===== src/rtl/butterfly_result_serializer.sv =====
// Captures one butterfly2 result (four WORD_SIZE words) on i_valid and streams it to
// UART_TX one byte at a time over the start/done handshake, LSB byte of each word first.
module butterfly_result_serializer #(
  parameter int WORD_SIZE = 16
) (
  input  logic                 i_clk,
  input  logic                 i_rst,
  input  logic                 i_valid,
  input  logic [WORD_SIZE-1:0] i_out0_re,
  input  logic [WORD_SIZE-1:0] i_out0_im,
  input  logic [WORD_SIZE-1:0] i_out1_re,
  input  logic [WORD_SIZE-1:0] i_out1_im,
  input  logic                 i_TX_done,
  output logic                 o_TX_start,
  output logic [7:0]           o_TX_byte,
  output logic                 o_busy,
  output logic                 o_frame_done,
  output logic                 o_overrun
);

  localparam int BYTES_PER_WORD = WORD_SIZE / 8;
  localparam int NUM_BYTES      = 4 * BYTES_PER_WORD;
  localparam int IDX_W          = (NUM_BYTES > 1) ? $clog2(NUM_BYTES) : 1;
  localparam int FRAME_W        = 4 * WORD_SIZE;
  localparam logic [IDX_W-1:0] LAST_IDX = IDX_W'(NUM_BYTES - 1);

  typedef enum logic [1:0] {
    ST_IDLE,
    ST_SEND,
    ST_WAIT
  } state_e;

  state_e               state_q, state_d;
  logic [IDX_W-1:0]     byte_idx_q, byte_idx_d;
  logic [FRAME_W-1:0]   shadow_q, shadow_d;
  logic                 tx_start_q, tx_start_d;
  logic [7:0]           tx_byte_q, tx_byte_d;
  logic                 busy_q, busy_d;
  logic                 frame_done_q, frame_done_d;
  logic                 overrun_q, overrun_d;

  logic [7:0]           frame_bytes [NUM_BYTES];

  // Word k occupies shadow bits [k*WORD_SIZE +: WORD_SIZE], so byte k*BPW+j is a plain slice.
  always_comb begin
    for (int unsigned b = 0; b < NUM_BYTES; b++) begin
      frame_bytes[b] = shadow_d[8*b +: 8];
    end
  end

  always_comb begin
    state_d      = state_q;
    byte_idx_d   = byte_idx_q;
    shadow_d     = shadow_q;
    frame_done_d = 1'b0;
    overrun_d    = overrun_q;

    case (state_q)
      ST_IDLE: begin
        if (i_valid) begin
          shadow_d   = {i_out1_im, i_out1_re, i_out0_im, i_out0_re};
          byte_idx_d = '0;
          state_d    = ST_SEND;
        end
      end
      ST_SEND: begin
        if (i_valid) overrun_d = 1'b1;
        state_d = ST_WAIT;
      end
      ST_WAIT: begin
        if (i_valid) overrun_d = 1'b1;
        if (i_TX_done) begin
          if (byte_idx_q == LAST_IDX) begin
            state_d      = ST_IDLE;
            frame_done_d = 1'b1;
          end else begin
            byte_idx_d = byte_idx_q + IDX_W'(1);
            state_d    = ST_SEND;
          end
        end
      end
      default: state_d = ST_IDLE;
    endcase
  end

  // Outputs are decoded from the next state so they are registered yet still line up
  // with the state they describe (start high exactly during the SEND cycle).
  always_comb begin
    tx_start_d = 1'b0;
    tx_byte_d  = tx_byte_q;
    busy_d     = (state_d != ST_IDLE);
    if (state_d == ST_SEND) begin
      tx_start_d = 1'b1;
      tx_byte_d  = frame_bytes[byte_idx_d];
    end
  end

  always_ff @(posedge i_clk or posedge i_rst) begin
    if (i_rst) begin
      state_q      <= ST_IDLE;
      byte_idx_q   <= '0;
      shadow_q     <= '0;
      tx_start_q   <= 1'b0;
      tx_byte_q    <= '0;
      busy_q       <= 1'b0;
      frame_done_q <= 1'b0;
      overrun_q    <= 1'b0;
    end else begin
      state_q      <= state_d;
      byte_idx_q   <= byte_idx_d;
      shadow_q     <= shadow_d;
      tx_start_q   <= tx_start_d;
      tx_byte_q    <= tx_byte_d;
      busy_q       <= busy_d;
      frame_done_q <= frame_done_d;
      overrun_q    <= overrun_d;
    end
  end

  assign o_TX_start   = tx_start_q;
  assign o_TX_byte    = tx_byte_q;
  assign o_busy       = busy_q;
  assign o_frame_done = frame_done_q;
  assign o_overrun    = overrun_q;

endmodule


===== config.mk =====
export PLATFORM = sky130hd
export DESIGN_NAME = butterfly_result_serializer
export DESIGN_NICKNAME = d
export VERILOG_FILES = /design/src/rtl/butterfly_result_serializer.sv
export SDC_FILE = /design/constraint.sdc
export NUM_CORES = 1
export LEC_CHECK = 0
export CORE_AREA = 2 2 93 95
export CTS_BUF_LIST = sky130_fd_sc_hd__clkbuf_16
export CTS_CLUSTER_DIAMETER = 80
export DETAILED_ROUTE_END_ITERATION = 8
export DIE_AREA = 0 0 95 97
export PLACE_DENSITY = 0.76
export SLEW_MARGIN = 5
export SYNTH_ARGS = -nofsm -noshare
export SYNTH_HDL_FRONTEND = slang
export SYNTH_SLANG_ARGS = --single-unit

===== constraint.sdc =====
create_clock -name i_clk -period 2.5 [get_ports i_clk]
set_input_delay 0.5 -clock i_clk [delete_from_list [all_inputs] [get_ports i_clk]]
set_output_delay 0.5 -clock i_clk [all_outputs]
set_load 0.005 [all_outputs]

==> results.txt <==
* Gates resized, CTS repair: 0
- Worst path setup slack after routing: 0.251 ns
- Leakage power figure: 2.21 nW
* Main combinational cell family by area after synthesis: multiplexers
- Cell count after placement: 439
- The clock reaches the later pin of the worst-skew pair after 0.33 ns.
* Share of power burned in registers: 35.1%
- The layout has 652 filler cells.
- Minimum setup slack among reg-to-reg paths: 0.25 ns
- The synthesized netlist devotes 2.62% of its cell area to simple gates.
* Diodes inserted: 0
- Fraction of final layout cells sized beyond drive strength 1: 31.5%
- Antenna violations before repair: 0
- Worst-case setup slack after placement: -0.113 ns
- The number of setup buffers added after CTS is 0.
- The clock net in this run drives a total of 81 sinks.
- The final layout contains routed wiring with a total length of 7.73 mm.
* Share of the yosys chip area belonging to registers: 54.5%
- The number of clock buffers added by TritonCTS is 9.
- Die Footprint: 9220 sq um
* FF-to-FF path depth: 9
* Share of the synthesized area in compound gates (AO/OA/AOI/OAI): 4.81%
- Area share of fa/ha/maj cells after synthesis: 1.68%
- Worst max-slew margin expressed relative to the limit: 55.3%
- Clk Tree Root Cell: sky130_fd_sc_hd__clkbuf_16
- The critical path starts at state_q[0].
* Final-report hold violation count: 0
* Detailed Routing Iterations Pass 1: 4
- Via Count: 2350
- Counting flops and latches in the post-synthesis netlist gives 81.
- Combinational cell fraction of total power: 46.6%
- For this design the top-level I/O count stands at 80.
- Area added between synthesis and finish: 32.6%
- Maximum level of the CTS H-tree: 3
- Synthesized netlist net count: 331
* R2R Path End: o_TX_byte[5]
- No sink is reached through more buffers than the 2 on the longest clock path.
- After detailed routing, the number of remaining DRC violations is 0.
* Yosys synthesis warning count: 0
* Type of the tightest min-delay check: reg -> reg
- In the synthesized netlist the dominant register cell turns out to be sky130_fd_sc_hd__dfrtp_1.
- Share of synthesized area spent on multiplexers: 33.3%
* Sw frac: 32.0%
* Post-Synth XOR/XNOR Area: 0%
- STA puts the critical path data required time at 2.68 ns.
- For this run, the post-layout net count is 418.
* Initial core utilization: 45.8%
* Clock-pin slew of the registers on the worst-case setup and hold paths: 0.06 ns
* Mapped Avg Cell Area: 14.4 sq um
- Category of the critical setup timing path: reg -> reg
* Count of pins over their slew limit: 0
* Final Setup Violations: 0
- The share of total power dissipated in the clock network is 18.3%.
- Worst-margin pin slew: 0.666 ns
* Vias in the first global route: 2489
- The largest total area in the synthesized netlist belongs to sky130_fd_sc_hd__dfrtp_1.
* First DRT Iteration DRCs: 101
* Placed wire-length estimate: 5.39 mm
- Of all flip-flops after synthesis, the portion carrying an async set or reset was 100%.
- Cell-internal power: 0.00418 W
- In this run the remaining antenna-violating nets after routing total 0.
- Final std cells w/o fill: 454
* Time the final worst path needs with I/O delays and setup: 2.25 ns
- Core area: 8130 sq um
- In this run the cell area of the synthesized design comes to 3720 sq um.
- Worst-path fanout max: 18
* CTS hold repair buffers: 0
- After technology mapping, the gate count stands at 258.
- Top cell types by occurrence after synthesis: sky130_fd_sc_hd__dfrtp_1, sky130_fd_sc_hd__mux2_2, sky130_fd_sc_hd__mux2i_1
- Run status: complete, no violations
* Ranking of synthesized cells by area: sky130_fd_sc_hd__dfrtp_1, sky130_fd_sc_hd__mux2_2, sky130_fd_sc_hd__mux2i_1
- From left edge to right edge, the die measures 95 um.
- Endpoint type of the worst setup path: flip-flop
- In this run, synthesis inferred 0 flip-flops with an integrated enable.
* Routed wirelength normalized by instance count: 17.0 um
- Wire length of the first global-routing pass: 12.5 mm
- Entering global routing, the biggest net connects 82 pins.
* Post-synthesis cell type count: 27
- Max-cap violations in this run came to 0.
- Top-count cell post-synth: sky130_fd_sc_hd__dfrtp_1
- Final non-filler cell area: 4940 sq um
- RR Startpoint: state_q[0]
- Per-cell via count in the routed design: 5.18
- Across every metal layer, demand over resource in global routing totals 18.0%.
- Worst setup skew after layout: 0.00558 ns
* Sw Pwr: 0.00196 W
* Power Density: 1240 nW/um^2
- STA classifies the critical path startpoint as a flip-flop.
* Buffers added on ports: 79
- Die span in y: 97 um
* Setup repair after global routing missed its margin: no
- IR analysis of the VDD net gives a maximum drop of 0.551 mV.
- Worst path arrival time: 2.43 ns
- Highest clock rate: 0.445 GHz
* Overflow after GRT: 0
- TritonCTS built the clock tree.
- The placed instances occupy a cell area of 4680 sq um.
- At the end of routability-driven placement, the weighted congestion stood at 0.808.
- The top cell type by area accounts for 54.5% of the synthesized area.
* Number of placement rows: 33
- Capturing instance or port of the critical path: o_TX_byte[5]
- Share of the cycle needed by the critical path after routing: 90.0%
==> kinds of logic (layout without fill, tap and decap cells) <==
logic type                 Yosys count  in the layout
buffers and inverters               18            109
adders and majority gates            5              5
DFF                                 81             81
AOI/OAI and AO/OA                   21             21
and+or+nand+nor                     19             19
muxes                              114            114
==> state kept, by name, indices dropped and copies added, names as in the netlist <==
| signal | count |
|---|---|
| byte_idx_q | 3 |
| state_q | 2 |
| o_overrun | 1 |
| o_frame_done | 1 |
| shadow_q | 64 |
| o_TX_start | 1 |
| o_TX_byte | 8 |
| o_busy | 1 |
==> routing by layer <==
metal / global-route usage (%) / share of wire, % / vias up
met5: 0 / 0 / -
met1: 24.6 / 46 / 1171
met3: 3.97 / 4.8 / 11
met4: 6.91 / 2.0 / 0
met2: 27.9 / 47 / 67
li1: - / - / 1101
==> area by class of cell <==
| class | count | area [sq um] | area share (%) |
|---|---|---|---|
| sequential | 81 | 2030 | 41.1 |
| clock buffer | 9 | 225 | 4.56 |
| timing repair buffer | 87 | 913 | 18.5 |
| inverter | 7 | 30.0 | 0.608 |
| clock inverter | 6 | 26.3 | 0.532 |
| multi-input combinational | 159 | 1580 | 32.1 |
| tap | 105 | 131 | 2.66 |
==> cells in the final DEF (no fill, tap or decap), drive strengths merged <==
cell type / netlist / layout
o2bb2ai: 1 / 1
nor2: 3 / 3
dfrtp: 81 / 81
and4: 1 / 1
clkinv: 0 / 6
ha: 5 / 5
a21oi: 4 / 4
nor2b: 1 / 1
mux2: 80 / 80
clkdlybuf4s50: 0 / 79
a31oi: 1 / 1
o22ai: 1 / 1
nand2: 13 / 13
o21ai: 4 / 4
buf: 11 / 8
a21o: 1 / 1
mux2i: 34 / 34
o221ai: 8 / 8
nor3b: 1 / 1
clkinvlp: 0 / 1
a21boi: 1 / 1
inv: 7 / 6
clkbuf: 0 / 9
==> worst max-delay path: stages (launching register included) <==
cell and delay, ns:
sky130_fd_sc_hd__dfrtp_1 0.43, sky130_fd_sc_hd__inv_1 0.10, sky130_fd_sc_hd__ha_1 0.26, sky130_fd_sc_hd__mux2i_1 0.15, sky130_fd_sc_hd__o2bb2ai_2 0.16, sky130_fd_sc_hd__nor2_4 0.17, sky130_fd_sc_hd__buf_12 0.20, sky130_fd_sc_hd__mux2i_1 0.28
sky130_fd_sc_hd__mux2_2 0.21, sky130_fd_sc_hd__o221ai_1 0.12
==> power groups by stage <==
stage	combinational, W	sequential [W]	clock, W
2_1_floorplan	0.00210	0.00211	0
3_3_place_gp	0.00281	0.00215	0
3_5_place_dp	0.00288	0.00218	0
4_1_cts	0.00290	0.00216	0.00116
5_1_grt	0.00313	0.00222	0.00122
6_report	0.00286	0.00215	0.00113
==> metrics by stage <==
step                      utilization [%]  total power, W  hold WS (ns)  setup TNS (ns)
after floorplan                         -         0.00421         0.451               0
after global placement               57.6         0.00496         0.440         -0.0230
after detailed placement             57.6         0.00506         0.475          -0.593
after CTS                            60.7         0.00622         0.488               0
after global routing                 60.7         0.00657         0.501               0
final                                60.7         0.00614         0.484               0
==> worst min path at each step <==
| stage | start | end | slack (ns) | cells past startpoint |
|---|---|---|---|---|
| after detailed placement | o_overrun | o_overrun | 0.48 | 1 |
| after CTS | o_overrun | o_overrun | 0.49 | 1 |
| after global placement | o_overrun | o_overrun | 0.44 | 1 |
| after floorplan | o_overrun | o_overrun | 0.45 | 1 |
| final | o_overrun | o_overrun | 0.48 | 1 |
| after global routing | shadow_q[16] | shadow_q[16] | 0.50 | 1 |
Power figures use the tool's default switching activity.
